**src/rtl/pipeline_ctrl.sv**
```systemverilog
// Hazard/stall controller for a five-stage pipeline: generates stage enables,
// flush/bubble/redirect controls, memory-wait freeze and drain-to-halt sequencing.
module pipeline_ctrl #(
   parameter int CNT_W     = 32,
   parameter int DRAIN_CYC = 3
) (
   input  logic             clk,
   input  logic             rst_n,
   input  logic             data_hazard,
   input  logic             ctrl_hazard,
   input  logic             ex_resolve,
   input  logic             ex_taken,
   input  logic             dmem_ready,
   input  logic             halt_req,
   output logic             pc_en,
   output logic             ifid_en,
   output logic             exmem_en,
   output logic             memwb_en,
   output logic             ifid_flush,
   output logic             idex_bubble,
   output logic             pc_redirect,
   output logic             halted,
   output logic [2:0]       state,
   output logic [CNT_W-1:0] stall_cnt
);

   localparam int DC_W = (DRAIN_CYC > 1) ? $clog2(DRAIN_CYC) : 1;

   typedef enum logic [2:0] {
      RUN       = 3'd0,
      CTRL_WAIT = 3'd1,
      MEM_WAIT  = 3'd2,
      DRAIN     = 3'd3,
      HALTED    = 3'd4
   } state_t;

   state_t            state_q, state_d;
   state_t            saved_q, saved_d;
   logic [DC_W-1:0]   drain_q, drain_d;
   logic [CNT_W-1:0]  cnt_q;
   logic              cnt_inc;

   // Outputs are a pure function of the current state and this cycle's inputs;
   // the same decode also produces the next-state values.
   always_comb begin
      pc_en       = 1'b0;
      ifid_en     = 1'b0;
      exmem_en    = 1'b0;
      memwb_en    = 1'b0;
      ifid_flush  = 1'b0;
      idex_bubble = 1'b0;
      pc_redirect = 1'b0;
      halted      = 1'b0;
      state_d     = state_q;
      saved_d     = saved_q;
      drain_d     = drain_q;

      if (!rst_n) begin
         ifid_flush  = 1'b1;
         idex_bubble = 1'b1;
      end else begin
         case (state_q)
            HALTED: begin
               halted = 1'b1;
               if (!halt_req)
                  state_d = RUN;
            end
            // The return cycle stays fully frozen; restored outputs start next cycle.
            MEM_WAIT: begin
               if (dmem_ready)
                  state_d = saved_q;
            end
            default: begin
               if (!dmem_ready) begin
                  saved_d = state_q;
                  state_d = MEM_WAIT;
               end else begin
                  case (state_q)
                     RUN: begin
                        exmem_en = 1'b1;
                        memwb_en = 1'b1;
                        if (data_hazard) begin
                           idex_bubble = 1'b1;
                        end else if (ctrl_hazard) begin
                           ifid_en    = 1'b1;
                           ifid_flush = 1'b1;
                           state_d    = CTRL_WAIT;
                        end else if (halt_req) begin
                           ifid_flush  = 1'b1;
                           idex_bubble = 1'b1;
                           drain_d     = DC_W'(DRAIN_CYC - 1);
                           state_d     = DRAIN;
                        end else begin
                           pc_en   = 1'b1;
                           ifid_en = 1'b1;
                        end
                     end
                     CTRL_WAIT: begin
                        ifid_flush  = 1'b1;
                        idex_bubble = 1'b1;
                        exmem_en    = 1'b1;
                        memwb_en    = 1'b1;
                        if (ex_resolve) begin
                           pc_en       = 1'b1;
                           pc_redirect = ex_taken;
                           state_d     = RUN;
                        end
                     end
                     DRAIN: begin
                        ifid_flush  = 1'b1;
                        idex_bubble = 1'b1;
                        exmem_en    = 1'b1;
                        memwb_en    = 1'b1;
                        if (drain_q == '0)
                           state_d = HALTED;
                        else
                           drain_d = drain_q - 1'b1;
                     end
                     default: state_d = RUN;
                  endcase
               end
            end
         endcase
      end
   end

   // Stall cycles are fetch-blocked cycles while the pipeline is live; saturates.
   assign cnt_inc = !pc_en && (state_q != HALTED) && (cnt_q != '1);

   always_ff @(posedge clk or negedge rst_n) begin
      if (!rst_n) begin
         state_q <= RUN;
         saved_q <= RUN;
         drain_q <= '0;
         cnt_q   <= '0;
      end else begin
         state_q <= state_d;
         saved_q <= saved_d;
         drain_q <= drain_d;
         if (cnt_inc)
            cnt_q <= cnt_q + 1'b1;
      end
   end

   assign state     = state_q;
   assign stall_cnt = cnt_q;

endmodule

```
**config.mk**
```make
export PLATFORM = sky130hd
export DESIGN_NAME = pipeline_ctrl
export DESIGN_NICKNAME = d
export VERILOG_FILES = /design/src/rtl/pipeline_ctrl.sv
export SDC_FILE = /design/constraint.sdc
export NUM_CORES = 1
export LEC_CHECK = 0
export CORE_MARGIN = 4
export CORE_UTILIZATION = 50
export CTS_CLUSTER_DIAMETER = 150
export DETAILED_ROUTE_END_ITERATION = 8
export PLACE_DENSITY_LB_ADDON = 0.1
export SYNTH_ARGS = -nofsm -noshare
export SYNTH_HDL_FRONTEND = slang
export SYNTH_SLANG_ARGS = --single-unit
```
**constraint.sdc**
```tcl
create_clock -name clk -period 2.2 [get_ports clk]
set_input_delay 0.44 -clock clk [delete_from_list [all_inputs] [get_ports clk]]
set_output_delay 0.44 -clock clk [all_outputs]
set_load 0.01 [all_outputs]
```
==> results of run 1 <==
power by group:
group          leakage, nW  internal, W  switching, W  total [W]
sequential           0.512     0.000866      0.000117   0.000983
clock               0.0645     0.000400      0.000262   0.000662
combinational        0.916     0.000620      0.000561    0.00118
final timing paths:
kind	from	to	slack [ns]	depth (start not counted)
worst max-delay path	state[2]	stall_cnt[29]	0.06	9
worst min-delay path	rst_n	state[2]	0.16	2
worst max register to register	state[2]	stall_cnt[29]	0.06	9
worst min register to register	saved_q[0]	saved_q[0]	0.51	1
max in group asynchronous	rst_n	stall_cnt[15]	1.58	2
min in group clk	saved_q[0]	saved_q[0]	0.51	1
cells by family (layout without fill, tap and decap cells):
logic type                 Yosys count  after routing  share of synthesized area (%)
and+or+nand+nor                    128            128                           32.7
DFF                                 40             40                           43.9
xor gates and xnor gates            32             32                           12.3
AOI/OAI and AO/OA                   22             22                           5.82
buffers and inverters               15            111                           2.75
muxes                                3              3                           1.43
adders and majority gates            2              2                           1.10
sequential cells by signal (all words and copies together), names as in the netlist:
signal     flops
stall_cnt     32
drain_q        2
saved_q        3
state          3
repair_timing:
item / CTS / global route
resized for setup: 20 / 14
pin swaps: 1 / 1
setup endpoints to repair: 9 / 10
buffers inserted: 1 / 0
stage by stage:
stage	std cells	instance area [µm²]
6_report	390	3320
2_1_floorplan	242	2280
4_1_cts	390	3270
5_1_grt	390	3320
3_5_place_dp	381	3140
3_3_place_gp	381	3140
placed cells by master, fill, tap and decap left out, drive strengths merged, types with 4 or more instances in the layout:
| master | instances |
|---|---|
| buf | 51 |
| dfrtp | 40 |
| clkdlybuf4s50 | 38 |
| nand4 | 24 |
| xnor2 | 20 |
| nor2 | 19 |
| nand2 | 17 |
| nand3 | 14 |
| nor3 | 13 |
| xor2 | 12 |
| o21ai | 9 |
| and3 | 8 |
| clkbuf | 8 |
| nor4 | 8 |
| inv | 6 |
| a21oi | 6 |
| nor3b | 4 |
| dlygate4sd2 | 4 |
layout make-up:
cell class                 count  area (µm²)  area share (%)
clock buffer                   7        96.3            2.90
clock inverter                 1        30.0           0.905
inverter                       6        22.5           0.679
multi-input combinational    187        1270            38.3
sequential                    40        1000            30.2
tap                           52        65.1            1.96
timing repair buffer          97         831            25.0
metal layers:
layer,up-vias,GRT usage [%],share of wire [%]
met5,-,0,0
met4,0,9.32,1.9
met1,1048,29.8,45
met3,12,6.46,4.8
met2,54,37.8,49
li1,1069,-,-
==> out/results.ini, run 1 <==
[global_routing]
grt_first_pass_wirelength_mm = 10.2
grt_max_degree = 36
antenna_found_initial = 0
gr-usage-all-layers_pct = 23.4
grt_overflow_total = 0
grt_pass1_vias = 2246

[floorplan]
ios = 51
dieArea_mm2 = 0.00570
coreArea_mm2 = 0.00438
dieWidth_um = 75.5
rows = 24
start_util_pct = 52.0
die_y_um = 75.5

[cells_and_area]
fillerInstances = 324
area_growth_pct = 45.6
antennaDiodeCount = 0
fin_util_pct = 75.7
drive_gt1_share_pct = 22.5
final_nets = 347

[setup_path]
crit_top_cell = buf_4
start_kind = flip-flop
crit_chain = buf_4, nand4bb_1, buf_4, nor4_1, buf_4, or3b_1, buf_4, nor4_4, xor2_1
worst_path_max_delay_cell = dfrtp_1
critPathTopFamily = simple AND/OR/NAND/NOR gates
crit_type = flip-flop to flip-flop
critPathMaxStageDelay_ns = 0.36
cp-end-kind = flip-flop
worst-path-buf-inv = 4
crit_fanout = 7
required_ns = 2.41
arrival_ns = 2.34

[timing]
hold_viol = 0
max_freq_mhz = 468
tightest_slew_ns = 0.443
slew_viol_final = 0
relSlewSlack_pct = 70.5
setup_ws_ns = 0.0645
setup_tns_ns = 0
hold_ws_ns = 0.160
finalSetupViolCount = 0
skew_ns = 0.00810
fin_crit_ns = 2.14
rsz0062_at_grt = true
finalCritPeriodShare_pct = 97.1

[clock_tree]
cts_hold_buffers = 0
insertion_delay_ns = 0.30
clk_pin_slew_ns = 0.07
cts_tree = built
cts.sinks = 40
numCtsBuffers = 5
h-tree-depth = 2
root_buffer = clkbuf_8
clockBufferDepth = 2

[synth]
syn_avg_cell_area_um2 = 9.42
yosys-top-cells-count = dfrtp_1, nand4_1, xnor2_1, nor2_1, nand2_1
synth_warnings = 0
synthArstFlopShare_pct = 100
synth_area_mm2 = 0.00228
synth_ff_type = dfrtp_1
synth-seq-cells = 40
syn-num-nets = 252
synth_enable_flop_cells = 0
synth_seq_area_share_pct = 43.9
yosysMostFrequentCell = dfrtp_1
synth_top_area_share_pct = 43.9
netlist_top_cells_area = dfrtp_1, xnor2_1, nand4_1, xor2_1, nor2_1
yosysUniqueCellTypes = 42
yosysTopAreaCell = dfrtp_1
syn_inst = 242

[placed_design]
dp_slack_ns = -0.441
gp_congestion = 0.834
hpwl_mm = 4.55
port_buffers = 50

[power]
p_per_area_mw_per_mm2 = 852
ir_worst_vdd_mv = 0.775
power_leakage_nw = 1.49
power.total_w = 0.00283

[route]
wl_mm = 6.15
detail_route.first_pass.iterations = 4
remaining_drc_errors = 0
vias_per_cell = 5.60
ant_nets = 0
drtIter0Drc = 154
vias = 2183
wl_per_cell_um = 15.8

[status]
outcome = finished, final reports clean

[worst_hold_path]
min_path_type = input port to async pin

[flow_run]
drv_cap = 0

Power figures use the tool's default switching activity.
==> run 2: changes to the inputs <==
--- a/config.mk
+++ b/config.mk
@@ -5,11 +5,11 @@
 export SDC_FILE = /design/constraint.sdc
 export NUM_CORES = 1
 export LEC_CHECK = 0
-export CORE_MARGIN = 4
+export CORE_MARGIN = 3
 export CORE_UTILIZATION = 50
 export CTS_CLUSTER_DIAMETER = 150
 export DETAILED_ROUTE_END_ITERATION = 8
-export PLACE_DENSITY_LB_ADDON = 0.1
+export PLACE_DENSITY = 0.79
 export SYNTH_ARGS = -nofsm -noshare
 export SYNTH_HDL_FRONTEND = slang
 export SYNTH_SLANG_ARGS = --single-unit
==> run 2 against run 1 <==
  * Non-clock buffer count decreased by 4
  * Sequential share of layout area increased by 1.2 points
  * Cell area decreased by 3.7%
  * Die area decreased by 5.2%
==> out/results.ini, run 2 (synthesis results as in run 1) <==
[cells_and_area]
fin_util_pct = 76.0  ; +0.37 points
antennaDiodeCount = 0  ; unchanged
final_cell_mix = buf_4, dfrtp_1, clkdlybuf4s50_1
final_common_cell = buf_4
area_growth_pct = 40.2
final_nets = 343  ; -1.2%
largest_reg_flops = 32  ; unchanged
finalNonFillerCells = 383  ; -1.8%
drive_gt1_share_pct = 20.7  ; -1.8 points

[setup_path]
worstReg2RegStart = state[0]
crit_type = input port to output port
start_kind = input port
ff2ff_path_depth = 6  ; -3
reg2reg_to = stall_cnt[14]
r2r_slack_ns = 0.14  ; +0.08 ns
crit_start = ctrl_hazard
worstSetupEndpoint = pc_en
crit_fanout = 2  ; -5
required_ns = 1.76  ; -0.65 ns
arrival_ns = 1.69  ; -0.65 ns
cp-end-kind = output port

[timing]
rsz0062_at_grt = false
hold_ws_ns = 0.215  ; +0.0546 ns
max_freq_mhz = 469  ; +0.19%
finalCritPeriodShare_pct = 96.9  ; -0.19 points
skew_ns = 0.00798  ; -0.000124 ns
relSlewSlack_pct = 73.2  ; +2.7 points
finalSetupViolCount = 0  ; unchanged
fin_crit_ns = 2.13  ; -0.00410 ns
hold_viol = 0  ; unchanged
tightest_slew_ns = 0.399  ; -0.0442 ns
slew_viol_final = 0  ; unchanged

[clock_tree]
cts.sinks = 40  ; unchanged
root_buffer = clkbuf_8
cts_tree = built
insertion_delay_ns = 0.30  ; about the same
clockBufferDepth = 2  ; unchanged
numCtsBuffers = 5  ; unchanged
h-tree-depth = 2  ; unchanged
clk_pin_slew_ns = 0.07  ; about the same

[worst_hold_path]
min_path_type = input port to async pin

[floorplan]
start_util_pct = 54.2  ; +2.3 points
rows = 23  ; -4.2%
die_y_um = 73.5  ; -2.6%
coreArea_mm2 = 0.00420  ; -4.2%
dieArea_mm2 = 0.00540  ; -5.2%
ios = 51  ; unchanged
dieWidth_um = 73.5  ; -2.6%

[global_routing]
grt_pass1_vias = 2078  ; -7.5%
grt_max_degree = 23  ; -36%
grt_overflow_total = 0  ; unchanged
grt_first_pass_wirelength_mm = 10.2  ; -0.13%
antenna_found_initial = 0  ; unchanged
gr-usage-all-layers_pct = 24.6  ; +1.1 points

[route]
drtIter0Drc = 165  ; +7.1%
remaining_drc_errors = 0  ; unchanged
vias_per_cell = 5.78  ; +3.3%
wl_mm = 6.04  ; -1.7%
wl_per_cell_um = 15.8  ; +0.14%
vias = 2215  ; +1.5%
ant_nets = 0  ; unchanged
detail_route.first_pass.iterations = 4  ; unchanged

[status]
outcome = finished, final reports clean

[power]
power.total_w = 0.00259  ; -8.2%
power_leakage_nw = 1.42  ; -4.9%
ir_worst_vdd_mv = 0.627  ; -19%
p_per_area_mw_per_mm2 = 812  ; -4.7%

[placed_design]
gp_congestion = 0.874  ; +4.8%
hpwl_mm = 4.61  ; +1.5%
dp.cells = 375  ; -1.6%
port_buffers = 50  ; unchanged

[flow_run]
drv_cap = 0  ; unchanged

[run 2: cell types whose count changed in the layout (fill, tap and decap cells not counted), sizes merged]
cell,previous run,this run
clkinv,0,1
dlymetal6s2s,3,0
bufinv,1,0
clkdlybuf4s50,38,40
buf,51,46
dlygate4sd2,4,5
[run 2: per-stage QoR]
step	instance area [µm²]	setup TNS (ns)	worst slack, ns
after floorplan	2280	0	0.118
after global placement	3110	-4.86	-0.398
after detailed placement	3110	-6.02	-0.431
after CTS	3180	-0.0251	-0.0251
after global routing	3190	0	0.00523
final	3190	0	0.0686
[run 2: final cells by class]
cell class | instances | area (µm²)
clock buffers | 6 | 72.6
clock inverters | 1 | 5.00
fillers | 321 | 1010
inverters | 6 | 22.5
multi-input cells | 187 | 1240
flip-flops and latches | 40 | 1000
well taps | 50 | 62.6
repair buffers | 93 | 792
[run 2: worst min path at each step]
| stage | startpoint | slack, ns | depth (start not counted) | endpoint |
|---|---|---|---|---|
| 2_1_floorplan | rst_n | 0.14 | 0 | drain_q[0] |
| 3_3_place_gp | saved_q[0] | 0.48 | 1 | saved_q[0] |
| 3_5_place_dp | saved_q[0] | 0.48 | 1 | saved_q[0] |
| 4_1_cts | rst_n | 0.23 | 2 | stall_cnt[30] |
| 5_1_grt | rst_n | 0.26 | 2 | state[2] |
| 6_report | rst_n | 0.21 | 2 | stall_cnt[23] |
[run 2: worst max-delay path, stage by stage]
cell and delay, ns:
clkdlybuf4s50_1 0.42, or2_4 0.26, or3_1 0.31, a21oi_1 0.12, buf_2 0.14
[run 2: power by group]
group / total, W / switching (W) / internal (W)
Clock: 0.000457 / 0.000242 / 0.000215
Combinational: 0.00115 / 0.000560 / 0.000589
Sequential: 0.000986 / 0.000120 / 0.000866
Total: 0.00259 / 0.000922 / 0.00167
[run 2: metal layers]
layer	track usage, %	up-vias	share of wire (%)
met5	0	-	0
met4	7.24	0	1.2
met3	3.97	8	4.4
met2	36.5	62	47
met1	36.8	1079	47
li1	-	1066	-
[run 2: repair_timing]
item,CTS,global route
pin swaps,0,2
buffers inserted,0,1
endpoints found under the setup margin,8,12
hold endpoints to repair,0,0
hold buffers,0,0
resized for setup,14,13
